**src/rtl/sync_fifo_flag.sv**
```systemverilog
// Single-clock FIFO with full/empty/almost flags, occupancy count and overflow/underflow pulses.
// Build option: define SYNC_FIFO_BYPASS_EN to pass data_in straight to data_out on a read+write into an empty FIFO.
module sync_fifo_flag #(
    parameter int DATA_LEN   = 8,
    parameter int DEPTH      = 8,
    parameter int ADDR_WIDTH = 3,
    parameter int AFULL_TH   = 6,
    parameter int AEMPTY_TH  = 2
) (
    input  logic                clk,
    input  logic                sys_rst_n,
    input  logic                wr_en,
    input  logic [DATA_LEN-1:0] data_in,
    input  logic                rd_en,
    output logic [DATA_LEN-1:0] data_out,
    output logic                full,
    output logic                empty,
    output logic                almost_full,
    output logic                almost_empty,
    output logic [ADDR_WIDTH:0] count,
    output logic                overflow,
    output logic                underflow
);

    localparam logic [ADDR_WIDTH:0]   DEPTH_C  = (ADDR_WIDTH + 1)'(DEPTH);
    localparam logic [ADDR_WIDTH:0]   AFULL_C  = (ADDR_WIDTH + 1)'(AFULL_TH);
    localparam logic [ADDR_WIDTH:0]   AEMPTY_C = (ADDR_WIDTH + 1)'(AEMPTY_TH);
    localparam logic [ADDR_WIDTH:0]   CNT_ONE  = (ADDR_WIDTH + 1)'(1);
    localparam logic [ADDR_WIDTH-1:0] PTR_ONE  = ADDR_WIDTH'(1);
    localparam logic [ADDR_WIDTH-1:0] PTR_LAST = ADDR_WIDTH'(DEPTH - 1);

    logic [DATA_LEN-1:0]   mem_q [DEPTH];

    logic [ADDR_WIDTH-1:0] wr_addr_q, wr_addr_d;
    logic [ADDR_WIDTH-1:0] rd_addr_q, rd_addr_d;
    logic [ADDR_WIDTH:0]   count_q, count_d;
    logic [DATA_LEN-1:0]   data_out_q, data_out_d;
    logic                  full_q, empty_q, almost_full_q, almost_empty_q;
    logic                  overflow_q, overflow_d;
    logic                  underflow_q, underflow_d;

    logic                  rd_ok, wr_ok, byp;

    // Explicit wrap at DEPTH-1 so non-power-of-two depths work.
    function automatic logic [ADDR_WIDTH-1:0] next_ptr(input logic [ADDR_WIDTH-1:0] p);
        return (p == PTR_LAST) ? '0 : p + PTR_ONE;
    endfunction

    always_comb begin
        rd_ok = rd_en && !empty_q;
`ifdef SYNC_FIFO_BYPASS_EN
        byp   = rd_en && wr_en && empty_q;
`else
        byp   = 1'b0;
`endif
        // A write into a full FIFO is accepted only if a read frees a slot at the same edge.
        wr_ok = wr_en && (!full_q || rd_ok) && !byp;

        wr_addr_d = wr_ok ? next_ptr(wr_addr_q) : wr_addr_q;
        rd_addr_d = rd_ok ? next_ptr(rd_addr_q) : rd_addr_q;

        count_d = count_q;
        if (wr_ok && !rd_ok) begin
            count_d = count_q + CNT_ONE;
        end else if (rd_ok && !wr_ok) begin
            count_d = count_q - CNT_ONE;
        end

        data_out_d = data_out_q;
        if (rd_ok) begin
            data_out_d = mem_q[rd_addr_q];
        end else if (byp) begin
            data_out_d = data_in;
        end

        overflow_d  = wr_en && !wr_ok && !byp;
        underflow_d = rd_en && !rd_ok && !byp;
    end

    // Storage has no reset; writes are gated off while reset is held.
    always_ff @(posedge clk) begin
        if (wr_ok && sys_rst_n) begin
            mem_q[wr_addr_q] <= data_in;
        end
    end

    always_ff @(posedge clk or negedge sys_rst_n) begin
        if (!sys_rst_n) begin
            wr_addr_q      <= '0;
            rd_addr_q      <= '0;
            count_q        <= '0;
            data_out_q     <= '0;
            full_q         <= 1'b0;
            empty_q        <= 1'b1;
            almost_full_q  <= 1'b0;
            almost_empty_q <= 1'b1;
            overflow_q     <= 1'b0;
            underflow_q    <= 1'b0;
        end else begin
            wr_addr_q      <= wr_addr_d;
            rd_addr_q      <= rd_addr_d;
            count_q        <= count_d;
            data_out_q     <= data_out_d;
            full_q         <= (count_d == DEPTH_C);
            empty_q        <= (count_d == '0);
            almost_full_q  <= (count_d >= AFULL_C);
            almost_empty_q <= (count_d <= AEMPTY_C);
            overflow_q     <= overflow_d;
            underflow_q    <= underflow_d;
        end
    end

    assign data_out     = data_out_q;
    assign full         = full_q;
    assign empty        = empty_q;
    assign almost_full  = almost_full_q;
    assign almost_empty = almost_empty_q;
    assign count        = count_q;
    assign overflow     = overflow_q;
    assign underflow    = underflow_q;

endmodule
```
**config.mk**
```make
export PLATFORM = sky130hd
export DESIGN_NAME = sync_fifo_flag
export DESIGN_NICKNAME = d
export VERILOG_FILES = /design/src/rtl/sync_fifo_flag.sv
export SDC_FILE = /design/constraint.sdc
export NUM_CORES = 1
export LEC_CHECK = 0
export CAP_MARGIN = 20
export CORE_ASPECT_RATIO = 1.1
export CORE_MARGIN = 2
export CORE_UTILIZATION = 45
export CTS_BUF_LIST = sky130_fd_sc_hd__clkbuf_4
export DETAILED_ROUTE_END_ITERATION = 10
export DONT_BUFFER_PORTS = 1
export PLACE_DENSITY_LB_ADDON = 0.05
export SYNTH_ARGS = -nofsm -noshare
export SYNTH_HDL_FRONTEND = slang
export SYNTH_SLANG_ARGS = --single-unit
```
**constraint.sdc**
```tcl
create_clock -name clk -period 2.1 [get_ports clk]
set_input_delay 0.42 -clock clk [delete_from_list [all_inputs] [get_ports clk]]
set_output_delay 0.42 -clock clk [all_outputs]
set_load 0.01 [all_outputs]
```
# ---- After elaboration in Yosys (flattened, before gate mapping)
# Memory sizes are Yosys's and may differ from the RTL's. A register that Yosys moved wholly into a read port is not among the register bits.
# Index checks and enable logic that the tools add are counted.
dict set report word_totals {
  reg_bits 16
  ram_bits 64
  inputBits 12
  memories 1
}
dict set report op_classes {
  add_sub_neg 4
  magnitude_cmp 2
  eq_ne 3
  n_mux 6
  n_reduce_logical 14
}
# name words width rd rd_ports_with_merged_regs wr line
set mem_list {}
lappend mem_list {mem_q 8 8 1 1 1 32} ;# logic [DATA_LEN-1:0] mem_q [DEPTH];
# operator count
set ops {}
lappend ops {{two-way mux 4 bit} 2}
lappend ops {{logical AND 1 bit} 7}
lappend ops {{adder 3 x 1 -> 3 bit (second input constant)} 2}
lappend ops {{== test 3 bit (second input constant)} 2}
lappend ops {{two-way mux 3 bit} 2}
lappend ops {{zero test 1 bit} 5}
lappend ops {{adder 4 x 1 -> 4 bit (second input constant)} 1}
lappend ops {{== test 4 bit (second input constant)} 1}
lappend ops {{>= comparator 4 x 3 -> 1 bit (second input constant)} 1}
lappend ops {{<= comparator 4 x 2 -> 1 bit (second input constant)} 1}
lappend ops {{zero test 4 bit} 1}
lappend ops {{subtractor 4 x 1 -> 4 bit (second input constant)} 1}
lappend ops {{two-way mux 1 bit} 2}
lappend ops {{logical OR 1 bit} 1}

# ---- Logic depth before layout (Yosys ltp)
dict set report logic_depth {
  depth_word 9
  depth_mapped 7
}

# ---- Worst setup path before layout
# No wires, ideal clock.
dict set report synth_path {
  path_type {reg2reg}
  from {reg empty_q (netlist: empty)}
  to {mem mem_q[1][0] (enable)}
  setup_ps 383
  arrival_ps 1752
  required_ps 1717
  setup_slack_ps -35
  stages_incl_launch_ff 6
  n_path_buf 1
  synth_period_minus_slack_ps 2135
  cell_sequence {dfstp_2 > nand2b_4 > buf_6 > a21boi_1 > nand3_1 > nor3_1}
}
dict set report synth_via {
  elab_chain_cells 7
}
# element line
set synth_lines {}
lappend synth_lines {{start: declaration} 38} ;# logic full_q, empty_q, almost_full_q, almost_empty_q;
lappend synth_lines {{start signal: assignment} 105} ;# empty_q <= (count_d == '0);
lappend synth_lines {{zero test 1 bit} 50} ;# rd_ok = rd_en && !empty_q;
lappend synth_lines {{logical AND 1 bit} 50}
lappend synth_lines {{logical OR 1 bit} 57} ;# wr_ok = wr_en && (!full_q || rd_ok) && !byp;
lappend synth_lines {{logical AND 1 bit} 57}
lappend synth_lines {{logical AND 1 bit} 82} ;# if (wr_ok && sys_rst_n) begin
lappend synth_lines {{two-way mux 1 bit} 82}
lappend synth_lines {{two-way mux 1 bit (not written as such)} 83} ;# mem_q[wr_addr_q] <= data_in;
lappend synth_lines {{end: declaration} 32}
# Every way passes these cells.

# ---- Final worst setup path
dict set report layout_path {
  from {reg empty_q (netlist: empty)}
  to {mem mem_q[4][6] (enable)}
}
# The elaborated chain is that of the path after synthesis.

==> flow_metrics.env <==
export IMPL_grt_ovfl_total=0
export IMPL_worstPathRequired_ns=2.24
export IMPL_holdPathEnd="mem_q[0][4]"
export IMPL_final_layout_size_suffix_gt1_frac=0.276
export IMPL_synth_lib_cells_used_distinct=37
export IMPL_min_from="data_in[4]"
export IMPL_floorplan_core_area_um2=7560
export IMPL_achievable_frequency_mhz=505
export IMPL_htree_num_levels=3
export IMPL_tritoncts_clock_tree="built"
export IMPL_detailroute_via_count=1758
export IMPL_r2r_cells=5
export IMPL_post_cts_setup_buffer_count=0
export IMPL_relative_slew_slack=0.444
export IMPL_worst_setup_path_end_kind="flop"
export IMPL_postSynthAreaPerCell_um2=17.6
export IMPL_critPathKind="reg -> reg"
export IMPL_p_leak_nw=1.39
export IMPL_final_period_minus_worst_setup_slack_ns=1.98
export IMPL_routed_wirelength_um=6740
export IMPL_most_common_layout_cells="sky130_fd_sc_hd__edfxtp_1, sky130_fd_sc_hd__dfrtp_1, sky130_fd_sc_hd__mux4_2"
export IMPL_hold_viol_final=0
export IMPL_worst_path_max_delay_cell="sky130_fd_sc_hd__a21boi_1"
export IMPL_antenna_diode_count=0
export IMPL_areaGrowthSynthToFinish_pct=9.62
export IMPL_grt_start_max_net_pins=25
export IMPL_worstPathBufferInverterCount=1
export IMPL_buffer_ports_inserted=0
export IMPL_grt_antenna_before_repair=0
export IMPL_setup_violations_final=0
export IMPL_timing_hold_worst_path_depth=0
export IMPL_clkSinkCount=88
export IMPL_fp_row_count=33
export IMPL_drt_first_pass_iters=4
export IMPL_critical_path_cell_chain="nand2b_4 -> a21boi_1 -> nand3b_1 -> nor2_1 -> buf_4"
export IMPL_routedWlPerCell_um=20.4
export IMPL_ant_nets_after_route=0
export IMPL_rsz0062_at_grt="no"
export IMPL_drv_max_cap_violation_count=0
export IMPL_met3WireLength_um=335
export IMPL_first_global_vias=1889
export IMPL_worst_ep_arrival_time_ns=2.13
export IMPL_summed_negative_setup_slack_over_all_endpoints_ns=0
export IMPL_worst_setup_hold_path_clk_slew_ns=0.15
export IMPL_count_of_boundary_i_o_pins=30
export IMPL_initialDrtViolationCount=92
export IMPL_hold_buffers=1
export IMPL_power_per_cell_area_nw_per_um2=1250
export IMPL_avgViaCountPerCell=5.33
export IMPL_max_slew_worst_pin_slew_ns=0.833
export IMPL_finalNetCount=238
export IMPL_dieHeight_um=97
export IMPL_synthArstFlopShare=0.273
export IMPL_synth_ff_type="sky130_fd_sc_hd__edfxtp_1"
export IMPL_wl_met2_um=3390
export IMPL_die_x_extent_um=88.5
export IMPL_routedLengthMet1_um=2920
export IMPL_filler_cell_count=640
export IMPL_timing_final_crit_share=0.943
export IMPL_min_delay_path_class="in -> reg"
export IMPL_most_common_library_cell_in_the_layout_ignoring_fill_and_taps="sky130_fd_sc_hd__edfxtp_1"
export IMPL_cp_top_family="simple AND/OR/NAND/NOR gates"
export IMPL_wire_length_of_the_first_global_routing_pass_um=10500
export IMPL_clk_path_buf_depth=2
export IMPL_kind_of_launch_point_of_the_worst_setup_path="flop"
export IMPL_cpPeakStageDelay_ns=0.44
export IMPL_ys_ff_latch=88
export IMPL_topRoutingLayerUsed="met4"
export IMPL_synth_enable_flop_cells=64
export IMPL_postSynthCellCount=201
export IMPL_worst_ir_drop_vdd_mv=0.451
export IMPL_finalClockSkew_ns=0.0211
export IMPL_dpl_hpwl_um=4700
export IMPL_status="completed"
export IMPL_die_area_um2=8590
export IMPL_timing_final_max_slew_violations=0
export IMPL_number_of_gates_resized_after_cts=0
export IMPL_cts_root_buffer="sky130_fd_sc_hd__clkbuf_4"
export IMPL_timing_rr_start="empty"
export IMPL_cts_made_buffers=9
export IMPL_routabilityCongestion=0.903
export IMPL_synth_area_um2=3540
export IMPL_ff2ff_setup_slack_ns=0.12
export IMPL_yosys_warnings=0
export IMPL_fin_total_pwr_w=0.00483
export IMPL_floorplan_initialDensity=0.468
export IMPL_mappedNetlistNets=219
export IMPL_grt_util_all_layers=0.175
export IMPL_yosysSeqAreaShare=0.714
export IMPL_drc_errors=0
export IMPL_critPathMaxFanout=11
export IMPL_source_to_sink_clock_delay_at_the_later_pin_of_the_worst_skew_pair_ns=0.43
export IMPL_critical_path_reg2reg_endpoint="mem_q[4][6]"
==> logic make-up (layout without fill, tap and decap cells) <==
group	after synthesis	count (layout)	synth area share
flip-flops	88	88	0.714
AND/OR/NAND/NOR	42	42	0.0619
multiplexers	29	29	0.140
AO/OA/AOI/OAI	20	20	0.0354
buffers and inverters	13	37	0.0202
adder cells (fa/ha/maj)	6	6	0.0212
XOR/XNOR	3	3	0.00743
==> through the flow <==
stage | hold WS [ns] | area, um^2 | setup slack [ns] | std cells | util
2_1_floorplan | 0.124 | 3550 | 0.171 | 201 | -
3_3_place_gp | 0.125 | 3730 | 0.268 | 312 | 0.494
3_5_place_dp | 0.125 | 3730 | 0.155 | 312 | 0.494
4_1_cts | 0.0334 | 3860 | 0.121 | 329 | 0.511
5_1_grt | 0.00690 | 3880 | 0.0131 | 330 | 0.513
6_report | 0.0706 | 3880 | 0.119 | 330 | 0.513
==> routing by layer <==
metal,GRT usage,vias up
met4,0.0618,0
met3,0.0683,8
met5,0,-
met2,0.269,37
li1,-,813
met1,0.226,900
==> flip-flops by register name, indices dropped and copies added (netlist names) <==
name / flops
mem_q: 64
overflow: 1
empty: 1
almost_empty: 1
full: 1
underflow: 1
data_out: 8
wr_addr_q: 3
count: 4
almost_full: 1
rd_addr_q: 3
==> where the power goes <==
group	internal, W	switching (W)	leakage [nW]	total, W
combinational	0.000731	0.000646	0.454	0.00138
clock	0.000260	0.000563	0.0626	0.000824
sequential	0.00220	0.000435	0.868	0.00263
==> synthesized netlist by cell type (2+ instances only) <==
library cell               instances  area share
sky130_fd_sc_hd__or3_1             2      0.0035
sky130_fd_sc_hd__nand2_1          13       0.014
sky130_fd_sc_hd__dfstp_2           2       0.015
sky130_fd_sc_hd__inv_1             4      0.0042
sky130_fd_sc_hd__clkbuf_1          2      0.0021
sky130_fd_sc_hd__mux4_2           16        0.10
sky130_fd_sc_hd__o21ai_0          10       0.014
sky130_fd_sc_hd__nor2_1           10       0.011
sky130_fd_sc_hd__edfxtp_1         64        0.54
sky130_fd_sc_hd__nor3_1            4      0.0057
sky130_fd_sc_hd__mux2i_1           8       0.023
sky130_fd_sc_hd__o22ai_1           2      0.0035
sky130_fd_sc_hd__a21o_1            2      0.0042
sky130_fd_sc_hd__nand3_1           3      0.0042
sky130_fd_sc_hd__xnor2_1           3      0.0074
sky130_fd_sc_hd__ha_1              6       0.021
sky130_fd_sc_hd__mux2_2            5       0.016
sky130_fd_sc_hd__nand3b_1          2      0.0042
sky130_fd_sc_hd__dfrtp_1          22        0.16
sky130_fd_sc_hd__buf_2             3      0.0042
sky130_fd_sc_hd__buf_6             2      0.0064
==> cell type report <==
| class | instances | area, um^2 | share of cell area |
|---|---|---|---|
| Clock buffer | 10 | 75.1 | 0.0194 |
| Tap cell | 105 | 131 | 0.0339 |
| Inverter | 5 | 18.8 | 0.00484 |
| Clock inverter | 6 | 46.3 | 0.0119 |
| Multi-Input combinational cell | 100 | 952 | 0.245 |
| Timing Repair Buffer | 16 | 130 | 0.0335 |
| Sequential cell | 88 | 2520 | 0.651 |
==> worst max-delay path by stage <==
stage | start | to | slack (ns) | cells after the start
2_1_floorplan | empty | mem_q[3][0] | 0.17 | 5
3_3_place_gp | empty | mem_q[4][0] | 0.27 | 5
3_5_place_dp | empty | mem_q[4][2] | 0.15 | 5
4_1_cts | empty | mem_q[4][6] | 0.12 | 5
5_1_grt | empty | mem_q[6][5] | 0.01 | 5
6_report | empty | mem_q[4][6] | 0.12 | 5
Power figures use the tool's default switching activity.
